**config.mk**
```make
export PLATFORM = sky130hd
export DESIGN_NAME = alu_op_sequencer_flat
export DESIGN_NICKNAME = d
export VERILOG_FILES = /design/src/rtl/alu_pkg.sv /design/src/rtl/alu_op_sequencer_if.sv /design/src/rtl/alu_decoder.sv /design/src/rtl/alu_op_sequencer.sv /design/src/flat_wrapper.sv
export SDC_FILE = /design/constraint.sdc
export NUM_CORES = 1
export LEC_CHECK = 0
export ABC_CLOCK_PERIOD_IN_PS = 1800
export BUFFER_PORTS_ARGS = -buffer_cell sky130_fd_sc_hd__buf_2
export CAP_MARGIN = 25
export CORE_UTILIZATION = 30
export CTS_BUF_LIST = sky130_fd_sc_hd__clkbuf_4 sky130_fd_sc_hd__clkbuf_8
export CTS_CLUSTER_DIAMETER = 60
export CTS_CLUSTER_SIZE = 40
export DETAILED_ROUTE_END_ITERATION = 7
export GPL_ROUTABILITY_DRIVEN = 0
export GPL_TIMING_DRIVEN = 1
export PLACE_DENSITY = 0.66
export SYNTH_ARGS = -nofsm -noshare
export SYNTH_HDL_FRONTEND = slang
export SYNTH_HIERARCHICAL = 1
export SYNTH_SLANG_ARGS = --single-unit
```
**constraint.sdc**
```tcl
create_clock -name clk -period 1.8 [get_ports clk]
set_input_delay 0.27 -clock clk [delete_from_list [all_inputs] [get_ports clk]]
set_output_delay 0.27 -clock clk [all_outputs]
set_load 0.03 [all_outputs]
```
**src/rtl/alu_pkg.sv**
```systemverilog
// Shared ALU control definitions: ALUControl codes, ALUOp encodings,
// funct3 selectors and the sequencer state encoding.
package alu_pkg;

   // ALUControl codes understood by the external ALU
   localparam logic [2:0] ALU_ADD = 3'b000;
   localparam logic [2:0] ALU_SUB = 3'b001;
   localparam logic [2:0] ALU_AND = 3'b010;
   localparam logic [2:0] ALU_OR  = 3'b011;

   // ALUOp encodings produced by the main decoder
   localparam logic [1:0] ALUOP_MEM    = 2'b00;
   localparam logic [1:0] ALUOP_BRANCH = 2'b01;
   localparam logic [1:0] ALUOP_FUNCT  = 2'b10;
   localparam logic [1:0] ALUOP_RSVD   = 2'b11;

   // funct3 values decoded under ALUOP_FUNCT
   localparam logic [2:0] F3_ADDSUB = 3'b000;
   localparam logic [2:0] F3_AND    = 3'b111;
   localparam logic [2:0] F3_OR     = 3'b110;

   // Sequencer states
   typedef enum logic [1:0] {
      IDLE = 2'd0,
      EXEC = 2'd1,
      DONE = 2'd2
   } seq_state_t;

endpackage

```
**src/rtl/alu_op_sequencer_if.sv**
```systemverilog
// Request, ALU and response signals of the ALU op sequencer.
// slave  : the sequencer side.
// master : producer/consumer and external ALU side.
interface alu_op_sequencer_if #(
   parameter int WIDTH = 32
);
   logic             in_valid;
   logic             in_ready;
   logic [WIDTH-1:0] in_a;
   logic [WIDTH-1:0] in_b;
   logic [1:0]       in_aluop;
   logic [2:0]       in_funct3;
   logic             in_funct7b5;
   logic             in_op5;

   logic [WIDTH-1:0] alu_a;
   logic [WIDTH-1:0] alu_b;
   logic [2:0]       alu_control;
   logic [WIDTH-1:0] alu_result;

   logic             out_valid;
   logic             out_ready;
   logic [WIDTH-1:0] out_result;
   logic             out_zero;
   logic             out_illegal;

   modport slave (
      input  in_valid, in_a, in_b, in_aluop, in_funct3, in_funct7b5, in_op5,
      output in_ready,
      output alu_a, alu_b, alu_control,
      input  alu_result,
      output out_valid, out_result, out_zero, out_illegal,
      input  out_ready
   );

   modport master (
      output in_valid, in_a, in_b, in_aluop, in_funct3, in_funct7b5, in_op5,
      input  in_ready,
      input  alu_a, alu_b, alu_control,
      output alu_result,
      input  out_valid, out_result, out_zero, out_illegal,
      output out_ready
   );
endinterface

```
**src/rtl/alu_decoder.sv**
```systemverilog
// Combinational ALUControl decoder. Unsupported encodings raise illegal_o
// and return ALU_ADD so that nothing downstream sees a stray code.
module alu_decoder
   import alu_pkg::*;
(
   input  logic [1:0] aluop_i,
   input  logic [2:0] funct3_i,
   input  logic       funct7b5_i,
   input  logic       op5_i,
   output logic [2:0] alu_control_o,
   output logic       illegal_o
);

   // Map ALUOp/funct fields onto an ALUControl code
   always_comb begin
      alu_control_o = ALU_ADD;
      illegal_o     = 1'b0;
      case (aluop_i)
         ALUOP_MEM:    alu_control_o = ALU_ADD;
         ALUOP_BRANCH: alu_control_o = ALU_SUB;
         ALUOP_FUNCT: begin
            case (funct3_i)
               F3_ADDSUB: begin
                  // Only R-type with bit 30 set subtracts; addi never does
                  if ({op5_i, funct7b5_i} == 2'b11) begin
                     alu_control_o = ALU_SUB;
                  end else begin
                     alu_control_o = ALU_ADD;
                  end
               end
               F3_AND:  alu_control_o = ALU_AND;
               F3_OR:   alu_control_o = ALU_OR;
               default: illegal_o     = 1'b1;
            endcase
         end
         default: illegal_o = 1'b1;
      endcase
   end

endmodule

```
**src/rtl/alu_op_sequencer.sv**
```systemverilog
// Issues one decoded request at a time to the external ALU: registers the
// operands and ALUControl code, gives the ALU one full cycle to settle,
// captures the result and presents it until the consumer takes it.
module alu_op_sequencer
   import alu_pkg::*;
#(
   parameter int WIDTH = 32
) (
   input  logic clk,
   input  logic rst,
   alu_op_sequencer_if.slave bus
);

   seq_state_t       state_q, state_d;
   logic [WIDTH-1:0] alu_a_q, alu_b_q, result_q;
   logic [2:0]       alu_ctrl_q;
   logic             zero_q, illegal_q;

   logic [2:0]       dec_ctrl_s;
   logic             dec_illegal_s;
   logic             in_ready_s, out_valid_s, accept_s;

   alu_decoder u_dec (
      .aluop_i       (bus.in_aluop),
      .funct3_i      (bus.in_funct3),
      .funct7b5_i    (bus.in_funct7b5),
      .op5_i         (bus.in_op5),
      .alu_control_o (dec_ctrl_s),
      .illegal_o     (dec_illegal_s)
   );

   assign accept_s = in_ready_s & bus.in_valid;

   // State register; reset overrides everything and drops any in-flight response
   always_ff @(posedge clk) begin
      if (rst) begin
         state_q <= IDLE;
      end else begin
         state_q <= state_d;
      end
   end

   // Next-state logic: illegal requests skip EXEC since there is nothing to capture
   always_comb begin
      state_d = state_q;
      case (state_q)
         IDLE: begin
            if (bus.in_valid) begin
               if (dec_illegal_s) begin
                  state_d = DONE;
               end else begin
                  state_d = EXEC;
               end
            end else begin
               state_d = IDLE;
            end
         end
         EXEC: state_d = DONE;
         DONE: begin
            if (bus.out_ready) begin
               state_d = IDLE;
            end else begin
               state_d = DONE;
            end
         end
         default: state_d = IDLE;
      endcase
   end

   // Handshake outputs decoded from the current state
   always_comb begin
      in_ready_s  = (state_q == IDLE) && !rst;
      out_valid_s = (state_q == DONE);
   end

   // Operand/code latch on accept and result capture in EXEC; held otherwise
   always_ff @(posedge clk) begin
      if (rst) begin
         alu_a_q    <= {WIDTH{1'b0}};
         alu_b_q    <= {WIDTH{1'b0}};
         alu_ctrl_q <= ALU_ADD;
         result_q   <= {WIDTH{1'b0}};
         zero_q     <= 1'b0;
         illegal_q  <= 1'b0;
      end else begin
         case (state_q)
            IDLE: begin
               if (accept_s) begin
                  alu_a_q    <= bus.in_a;
                  alu_b_q    <= bus.in_b;
                  alu_ctrl_q <= dec_ctrl_s;
                  if (dec_illegal_s) begin
                     result_q  <= {WIDTH{1'b0}};
                     zero_q    <= 1'b0;
                     illegal_q <= 1'b1;
                  end
               end
            end
            EXEC: begin
               result_q  <= bus.alu_result;
               zero_q    <= (bus.alu_result == {WIDTH{1'b0}});
               illegal_q <= 1'b0;
            end
            default: begin
               result_q <= result_q;
            end
         endcase
      end
   end

   assign bus.in_ready    = in_ready_s;
   assign bus.out_valid   = out_valid_s;
   assign bus.alu_a       = alu_a_q;
   assign bus.alu_b       = alu_b_q;
   assign bus.alu_control = alu_ctrl_q;
   assign bus.out_result  = result_q;
   assign bus.out_zero    = zero_q;
   assign bus.out_illegal = illegal_q;

endmodule
```
**src/flat_wrapper.sv**
```systemverilog
// flat-port wrapper written by rule: the top's interface ports become plain ports
module alu_op_sequencer_flat import alu_pkg::*;
#(
   parameter int WIDTH = 32
)
  (clk, rst, bus_in_valid, bus_in_a, bus_in_b, bus_in_aluop, bus_in_funct3, bus_in_funct7b5, bus_in_op5, bus_in_ready, bus_alu_a, bus_alu_b, bus_alu_control, bus_alu_result, bus_out_valid, bus_out_result, bus_out_zero, bus_out_illegal, bus_out_ready);
  alu_op_sequencer_if #(.WIDTH(WIDTH)) bus_i ();
  input  logic clk;
  input  logic rst;
  input wire logic [$bits(bus_i.in_valid)-1:0] bus_in_valid;
  input wire logic [$bits(bus_i.in_a)-1:0] bus_in_a;
  input wire logic [$bits(bus_i.in_b)-1:0] bus_in_b;
  input wire logic [$bits(bus_i.in_aluop)-1:0] bus_in_aluop;
  input wire logic [$bits(bus_i.in_funct3)-1:0] bus_in_funct3;
  input wire logic [$bits(bus_i.in_funct7b5)-1:0] bus_in_funct7b5;
  input wire logic [$bits(bus_i.in_op5)-1:0] bus_in_op5;
  output wire logic [$bits(bus_i.in_ready)-1:0] bus_in_ready;
  output wire logic [$bits(bus_i.alu_a)-1:0] bus_alu_a;
  output wire logic [$bits(bus_i.alu_b)-1:0] bus_alu_b;
  output wire logic [$bits(bus_i.alu_control)-1:0] bus_alu_control;
  input wire logic [$bits(bus_i.alu_result)-1:0] bus_alu_result;
  output wire logic [$bits(bus_i.out_valid)-1:0] bus_out_valid;
  output wire logic [$bits(bus_i.out_result)-1:0] bus_out_result;
  output wire logic [$bits(bus_i.out_zero)-1:0] bus_out_zero;
  output wire logic [$bits(bus_i.out_illegal)-1:0] bus_out_illegal;
  input wire logic [$bits(bus_i.out_ready)-1:0] bus_out_ready;
  assign bus_i.in_valid = bus_in_valid;
  assign bus_i.in_a = bus_in_a;
  assign bus_i.in_b = bus_in_b;
  assign bus_i.in_aluop = bus_in_aluop;
  assign bus_i.in_funct3 = bus_in_funct3;
  assign bus_i.in_funct7b5 = bus_in_funct7b5;
  assign bus_i.in_op5 = bus_in_op5;
  assign bus_in_ready = bus_i.in_ready;
  assign bus_alu_a = bus_i.alu_a;
  assign bus_alu_b = bus_i.alu_b;
  assign bus_alu_control = bus_i.alu_control;
  assign bus_i.alu_result = bus_alu_result;
  assign bus_out_valid = bus_i.out_valid;
  assign bus_out_result = bus_i.out_result;
  assign bus_out_zero = bus_i.out_zero;
  assign bus_out_illegal = bus_i.out_illegal;
  assign bus_i.out_ready = bus_out_ready;
  alu_op_sequencer #(.WIDTH(WIDTH)) u_core (.clk(clk), .rst(rst), .bus(bus_i));
endmodule
```
* After elaboration in Yosys (flattened, before gate mapping)
Cells that the tools add are included.
Cells by class: equal/unequal tests 9, mux-type cells 18, bitwise gates (word level) 1, reduce and logical (&&, ||, !) cells 11
Operator list (count):
- 32-bit 2-to-1 mux | 2
- 32-bit one-hot mux with 2 select lines | 1
- 32-bit logical NOT | 1
- 2-bit one-hot mux with 3 select lines | 2
- 2-bit == test (second input constant) | 3
- 3-bit == test (second input constant) | 2
- 1-bit 2-to-1 mux | 6
- 2-bit 2-to-1 mux | 3
- 1-bit one-hot mux with 2 select lines | 3
- 2-bit by 1-bit == test with 1-bit output (second input constant) | 2
- 2-bit logical NOT | 2
- 2-bit by 1-bit inequality test with 1-bit output (second input constant) | 2
- 2-bit one-hot mux with 2 select lines | 1
- 3-bit logical NOT | 1
- 3-bit AND reduction | 1
- 3-bit OR reduction | 1
- 2-bit AND reduction | 1
- 2-bit nonzero test | 1
- 2-bit OR reduction | 1
- 1-bit bitwise AND | 1
- 1-bit logical AND | 1
- 1-bit logical NOT | 1
Word-level totals: register bits after elaboration 103, word-level logic and storage cells 46

* Logic depth before layout (Yosys ltp)
Gate-level depths: netlist of the first run.
word-level depth 7, depth in mapped cells 8, gate-level depth less buffers 7

* Modules after synthesis
Netlist of the first run, hierarchy kept.
Modules (own cells, without submodules):
- alu_op_sequencer | times used 1, cells each 392, area an instance 3504.6 µm², sequential area each 2062.0 µm²
- alu_decoder | times used 1, cells each 17, area an instance 126.4 µm², sequential area each 0.0 µm²

* Worst setup path before layout of the first run
Ideal clock, no wire load.
path type input port to flip-flop, from input bus_in_funct3[2], to register u_core.result_q[10], in the netlist u_core/bus.out_result[10], setup time 0.060 ns, arrival time 1.643 ns, slack 0.098 ns, stages on the path 6, buffers on the path 1, cell sequence or3_1 a31o_1 a21o_1 a21oi_1 buf_2 a22o_1
Between the ends: word-level cells in the longest chain between the ends 6
Ends and longest elaborated chain:
- from (decl) | line flat_wrapper.sv:14 | input wire logic [$bits(bus_i.in_funct3)-1:0] bus_in_funct3;
- 3-bit == test or 3-bit logical NOT (tied branches) | line alu_decoder.sv:22 | case (funct3_i)
- 3-bit OR reduction (no line) (*)
- 1-bit 2-to-1 mux (*) | line alu_decoder.sv:22
- 1-bit one-hot mux with 2 select lines (*) | line alu_decoder.sv:18 | case (aluop_i)
- via u_core.dec_illegal_s | line alu_op_sequencer.sv:20 | logic dec_illegal_s;
- 2-bit by 1-bit inequality test with 1-bit output (no line) (*)
- 3-bit AND reduction (no line) (*)
- to (signal assigned) | line alu_op_sequencer.sv:82 | result_q <= {WIDTH{1'b0}};
- to (signal assigned) | line alu_op_sequencer.sv:93 | result_q <= {WIDTH{1'b0}};
- to (signal assigned) | line alu_op_sequencer.sv:100 | result_q <= bus.alu_result;
- to (decl) | line alu_op_sequencer.sv:15 | logic [WIDTH-1:0] alu_a_q, alu_b_q, result_q;
Mark *: on every way through the listed nets, which the timed path passes. The rest lies on a longest branch. A chain may end at the register's enable or synchronous reset.

* Final worst setup path of the first run
from register u_core.state_q[1], to output bus_out_valid
Between the ends: word-level cells in the longest chain between the ends 1
Ends and longest elaborated chain:
- from (decl) | line alu_op_sequencer.sv:14 | seq_state_t state_q, state_d;
- from (signal assigned) | line alu_op_sequencer.sv:39 | state_q <= state_d;
- 2-bit == test | line alu_op_sequencer.sv:73 | out_valid_s = (state_q == DONE);
- to (decl) | line flat_wrapper.sv:22 | output wire logic [$bits(bus_i.out_valid)-1:0] bus_out_valid;
No other way between the ends.

==> results.toml, run 1 <==
[route]
routedWlPerCell_um = 12.29
ant_nets = 0
drt_iter0_markers = 207
drt_pass1_iterations = 6
dr_wl_met3_um = 880
topRoutingLayerUsed = "met4"
wl_met1_mm = 4.045
drc_errors = 16
via_per_inst = 4.560
wl_met2_mm = 4.247
routed_wl_mm = 9.277
vias = 3443

[setup_path]
path_buf_inv = 1
cp_top_family = "flip-flops"
cp_slowest_cell = "dfxtp_1"
cp_cell_sequence = "nor2b_1 -> buf_2"
startpoint_type = "flip-flop"
cpPeakStageDelay_ns = 0.48
criticalPathCategory = "flip-flop to output port"
worstPathRequired_ns = 1.53
crit_fanout = 6
cp-end-kind = "output port"
crit_arrival_ns = 1.27

[yosys]
yosys.cell_types.count = 32
synth-seq-area-share_pct = 56.79
synth_cells = 409
ys.flop_type = "dfxtp_1"
synth_edf_count = 0
ys_warn_count = 6
synthTopCellsByArea = "dfxtp_1, nand2_1, a22o_1"
yosysTopAreaCellShare_pct = 56.79
yosysTopAreaCell = "dfxtp_1"
synth_seq_cells = 103
synth.most_common_cell = "nand2_1"
ys_async_sr_fraction_pct = 0
syn_nets = 519
syn_area_mm2 = 0.003631
synthTopCellsByCount = "nand2_1, dfxtp_1, o21ai_0"
synth_area_per_cell_um2 = 8.878

[timing]
fmax_ghz = 0.6500
period_needed_ns = 1.538
drv_slew = 0
finalHoldViolCount = 0
rsz0062_at_grt = "no"
setup-violations-final = 0
skew_ns = 0.007723
post-route-period-util_pct = 85.47
fin_tns_setup_ns = 0

[layout]
syn2layout_area_growth_pct = 38.21
final_cells = 755
multi_input_area_mm2 = 0.001410
seq_area_mm2 = 0.002062
drive_gt1_share_pct = 39.05
final_nets = 717
n_fill_cell = 1185
diodes = 0

[floorplan]
row_count = 39
start_util_pct = 31.26
die_area_mm2 = 0.01255
die_h_um = 112.0
coreArea_mm2 = 0.01161
die_w_um = 112.0
io_pins = 210

[placement]
place_inst = 739
io_buffers = 209
dp_hpwl_mm = 6.846

[run]
max_cap_viol_count = 0

[grt]
grt_pass1_vias = 3177
grt_max_degree = 74
grt_pass1_wl_mm = 14.91
grt_antenna_before_repair = 0
gr-total-overflow = 0
grt_usage_pct = 14.72

[clocking]
cts_buffers = 9
cts.sinks = 103
clk_path_buf_depth = 2
cts_max_level = 3
cts_root_buffer = "clkbuf_8"
cts_setup_buffers = 0
ctsHoldBuffers = 0
insertion_delay_ns = 0.35
path_clk_slew_ns = 0.10
cts_tree = "yes"
cts.repair.resized = 0

[outcome]
outcome = "complete, but fails checks"
violations = "design-rule violations"

[power]
p_leak_nw = 2.414
p_per_area_mw_per_mm2 = 977.5
peakVddDrop_mv = 0.3679

[worst_hold_path]
hold_class = "input port to flip-flop"
## through the flow
step           cell area, µm²  setup WS (ns)  total power, W  util [%]  hold WS [ns]
4_1_cts                  5019         0.2274        0.004981     43.21       0.08151
3_3_place_gp             4806        0.03266        0.003458     41.38        0.4325
3_5_place_dp             4806       0.003926        0.003480     41.38        0.4401
2_1_floorplan            3631        0.09763        0.003124         -        0.3786
5_1_grt                  5019         0.1307        0.005182     43.21       0.07665
6_report                 5019         0.2616        0.004906     43.21        0.1051
## logic make-up (layout without fill, tap and decap cells)
logic type	after synthesis	in the layout	share of synthesized area (%)
flip-flops	103	103	56.79
adder cells (fa/ha/maj)	3	3	1.034
AO/OA/AOI/OAI	110	110	19.23
other	1	1	0.1033
AND/OR/NAND/NOR	158	158	18.37
buffers and inverters	34	237	4.479
## power by group
| group | leakage, nW | internal (W) | switching, W | total (W) |
|---|---|---|---|---|
| logic | 1.47 | 0.000302 | 0.000607 | 0.000909 |
| clock network | 0.102 | 0.000738 | 0.000748 | 0.00149 |
| registers | 0.844 | 0.00243 | 0.0000779 | 0.00251 |
## worst paths after layout
check / startpoint / to / slack [ns] / depth (start not counted)
worst max register to register: u_core/state_q[0] / u_core/bus.alu_a[10] / 0.36 / 4
worst min register to register: u_core/bus.alu_a[7] / u_core/bus.alu_a[7] / 0.45 / 2
worst max-delay path: u_core/state_q[1] / bus_out_valid / 0.26 / 2
worst min-delay path: bus_in_a[8] / u_core/bus.alu_a[8] / 0.11 / 3
## cells in the final DEF (no fill, tap or decap), types with 2 or more instances in the layout
cell / synthesis / final
clkbuf_8: 0 / 11
inv_1: 4 / 4
nor3_1: 2 / 2
buf_12: 0 / 3
a22o_1: 32 / 32
nand2_1: 137 / 137
buf_2: 7 / 209
o21ai_1: 13 / 13
ha_1: 3 / 3
nor2b_1: 3 / 3
o21ai_0: 54 / 54
clkinvlp_4: 0 / 2
dfxtp_1: 103 / 103
buf_4: 7 / 4
nor2_1: 2 / 2
nor4_1: 8 / 8
## area by class of cell
class	instances	area share (%)
Clock buffer	12	3.166
Clock inverter	4	1.072
Inverter	5	0.3740
Multi-Input combinational cell	272	28.10
Sequential cell	103	41.09
Tap cell	143	3.565
Timing Repair Buffer	216	22.64
## registers in the layout, indices dropped and copies added (netlist names)
name / cells
u_core/bus.alu_a: 32
u_core/bus.alu_b: 32
u_core/bus.alu_control: 3
u_core/bus.out_illegal: 1
u_core/bus.out_result: 32
u_core/bus.out_zero: 1
u_core/state_q: 2
## worst reg2reg max path, cell delays in order (launching register included)
cell,delay (ns)
dfxtp_1,0.39
nor4b_4,0.45
buf_12,0.29
nand2_1,0.15
o21ai_0,0.09
## metal layers
metal / GRT usage, % / vias to the layer above
met4: 5.600 / 0
met1: 18.06 / 1508
met2: 24.18 / 147
met5: 0 / -
met3: 4.590 / 8
li1: - / 1780
Power figures use the tool's default switching activity.
==> run 2: changes to the inputs <==
CORE_ASPECT_RATIO = 0.5   (was unset)
==> run 2 against run 1 <==
Net effect: the flow now finishes without violations; total power decreased by 0.72%; utilization increased by 0.95 points; critical endpoint unchanged; cell area increased by 0.17%; maximum frequency decreased by 3.3%; clock skew increased by 0.0021 ns; via count decreased by 1.4%; global-route usage increased by 0.39 points.
==> results.toml, run 2 (same netlist as run 1, synthesis figures left out) <==
[outcome]
outcome = "completed"

[grt]
grt_usage_pct = 15.11
grt_max_degree = 136
busiest_layer = "met2"
use_met3_pct = 4.017
use_met1_pct = 17.73
grt_pass1_wl_mm = 14.71
gr-total-overflow = 0
grt_antenna_before_repair = 0
grt_util_met2_pct = 26.55
grt_pass1_vias = 2988

[placement]
dp_hpwl_mm = 7.050
io_buffers = 209
place_inst = 755

[route]
routedWlPerCell_um = 12.58
routed_wl_mm = 9.699
ant_nets = 0
vias = 3396
drc_errors = 0
drt_iter0_markers = 188
drt_pass1_iterations = 6
via_per_inst = 4.405

[timing]
setup-violations-final = 0
fmax_ghz = 0.6288
drv_slew = 0
fin_tns_setup_ns = 0
skew_ns = 0.009790
post-route-period-util_pct = 88.35
period_needed_ns = 1.590
finalHoldViolCount = 0
rsz0062_at_grt = "no"

[layout]
final_common_cell = "buf_2"
diodes = 0
drive_gt1_share_pct = 39.05
seq_area_mm2 = 0.002062
final_cell_mix = "buf_2, nand2_1, dfxtp_1, o21ai_0, a22o_1"
n_fill_cell = 1145
final_cells = 771
final_nets = 717
multi_input_area_mm2 = 0.001416
syn2layout_area_growth_pct = 38.46

[setup_path]
worstPathRequired_ns = 1.53
crit_fanout = 6
criticalPathCategory = "flip-flop to output port"
cpPeakStageDelay_ns = 0.52
path_buf_inv = 1
cp_top_family = "flip-flops"
crit_arrival_ns = 1.32
cp_cell_sequence = "nor2b_1 -> buf_2"
startpoint_type = "flip-flop"
cp-end-kind = "output port"
cp_slowest_cell = "dfxtp_1"

[clocking]
cts_buffers = 9
insertion_delay_ns = 0.36
path_clk_slew_ns = 0.10
cts_tree = "yes"
cts.repair.resized = 0
cts_setup_buffers = 0
cts.sinks = 103
cts_max_level = 3
clk_path_buf_depth = 2
cts_root_buffer = "clkbuf_8"
ctsHoldBuffers = 0

[power]
peakVddDrop_mv = 0.3404
p_per_area_mw_per_mm2 = 968.8
p_leak_nw = 2.419

[floorplan]
start_util_pct = 31.89
die_w_um = 157.6
row_count = 27
coreArea_mm2 = 0.01138
die_h_um = 79.79
die_area_mm2 = 0.01257
io_pins = 210

[run]
max_cap_viol_count = 0

[worst_hold_path]
hold_class = "input port to flip-flop"
-- run 2: cell types whose count changed in the layout (fill, tap and decap cells not counted) --
cell / delta
clkbuf_4: -1
clkbuf_8: -2
clkinv_2: +3
clkinvlp_4: -2
inv_6: +2
nor3b_2: -1
nor3b_4: +1
-- run 2: final timing paths --
path	start	end	slack (ns)	cells past startpoint
setup / recovery	u_core/state_q[1]	bus_out_valid	0.21	2
hold / removal	bus_in_a[27]	u_core/bus.alu_a[27]	0.11	3
setup reg to reg	u_core/state_q[0]	u_core/bus.alu_b[7]	0.25	3
hold reg to reg	u_core/bus.alu_a[5]	u_core/bus.alu_a[5]	0.45	2
-- run 2: where the power goes --
part | switching [W] | total, W | internal [W] | leakage (nW)
Clock | 0.000804 | 0.00145 | 0.000650 | 0.104
Combinational | 0.000607 | 0.000907 | 0.000300 | 1.47
Sequential | 0.0000771 | 0.00251 | 0.00243 | 0.844
-- run 2: per-stage QoR --
step	power, W	instance area, µm²	setup WS (ns)	hold WS [ns]	utilization, %
floorplan	0.003124	3631	0.09763	0.3786	-
global placement	0.003461	4832	0.03853	0.4334	42.44
detailed placement	0.003479	4832	0.01361	0.4377	42.44
CTS	0.004960	5027	0.1819	0.07319	44.16
global route	0.005133	5027	0.1258	0.06898	44.16
finish	0.004870	5027	0.2096	0.1067	44.16
-- run 2: cell type report --
class                   instances  area share (%)
multi-input cells             272           28.17
well taps                     159           3.957
clock buffers                   9           2.464
clock inverters                 7           1.419
flip-flops and latches        103           41.02
inverters                       5          0.3733
repair buffers                216           22.60
-- run 2: worst min-delay path, stage by stage --
cell and delay, ns:
buf_2 0.07, nand2_1 0.03, o21ai_0 0.05
-- run 2: metal layers --
| metal | vias to the layer above | share of wire (%) | wire, µm |
|---|---|---|---|
| met4 | 0 | 1.2 | 116 |
| met2 | 88 | 50 | 4835 |
| met5 | - | 0 | 0 |
| met3 | 11 | 4.1 | 398 |
| li1 | 1774 | - | - |
| met1 | 1523 | 45 | 4349 |
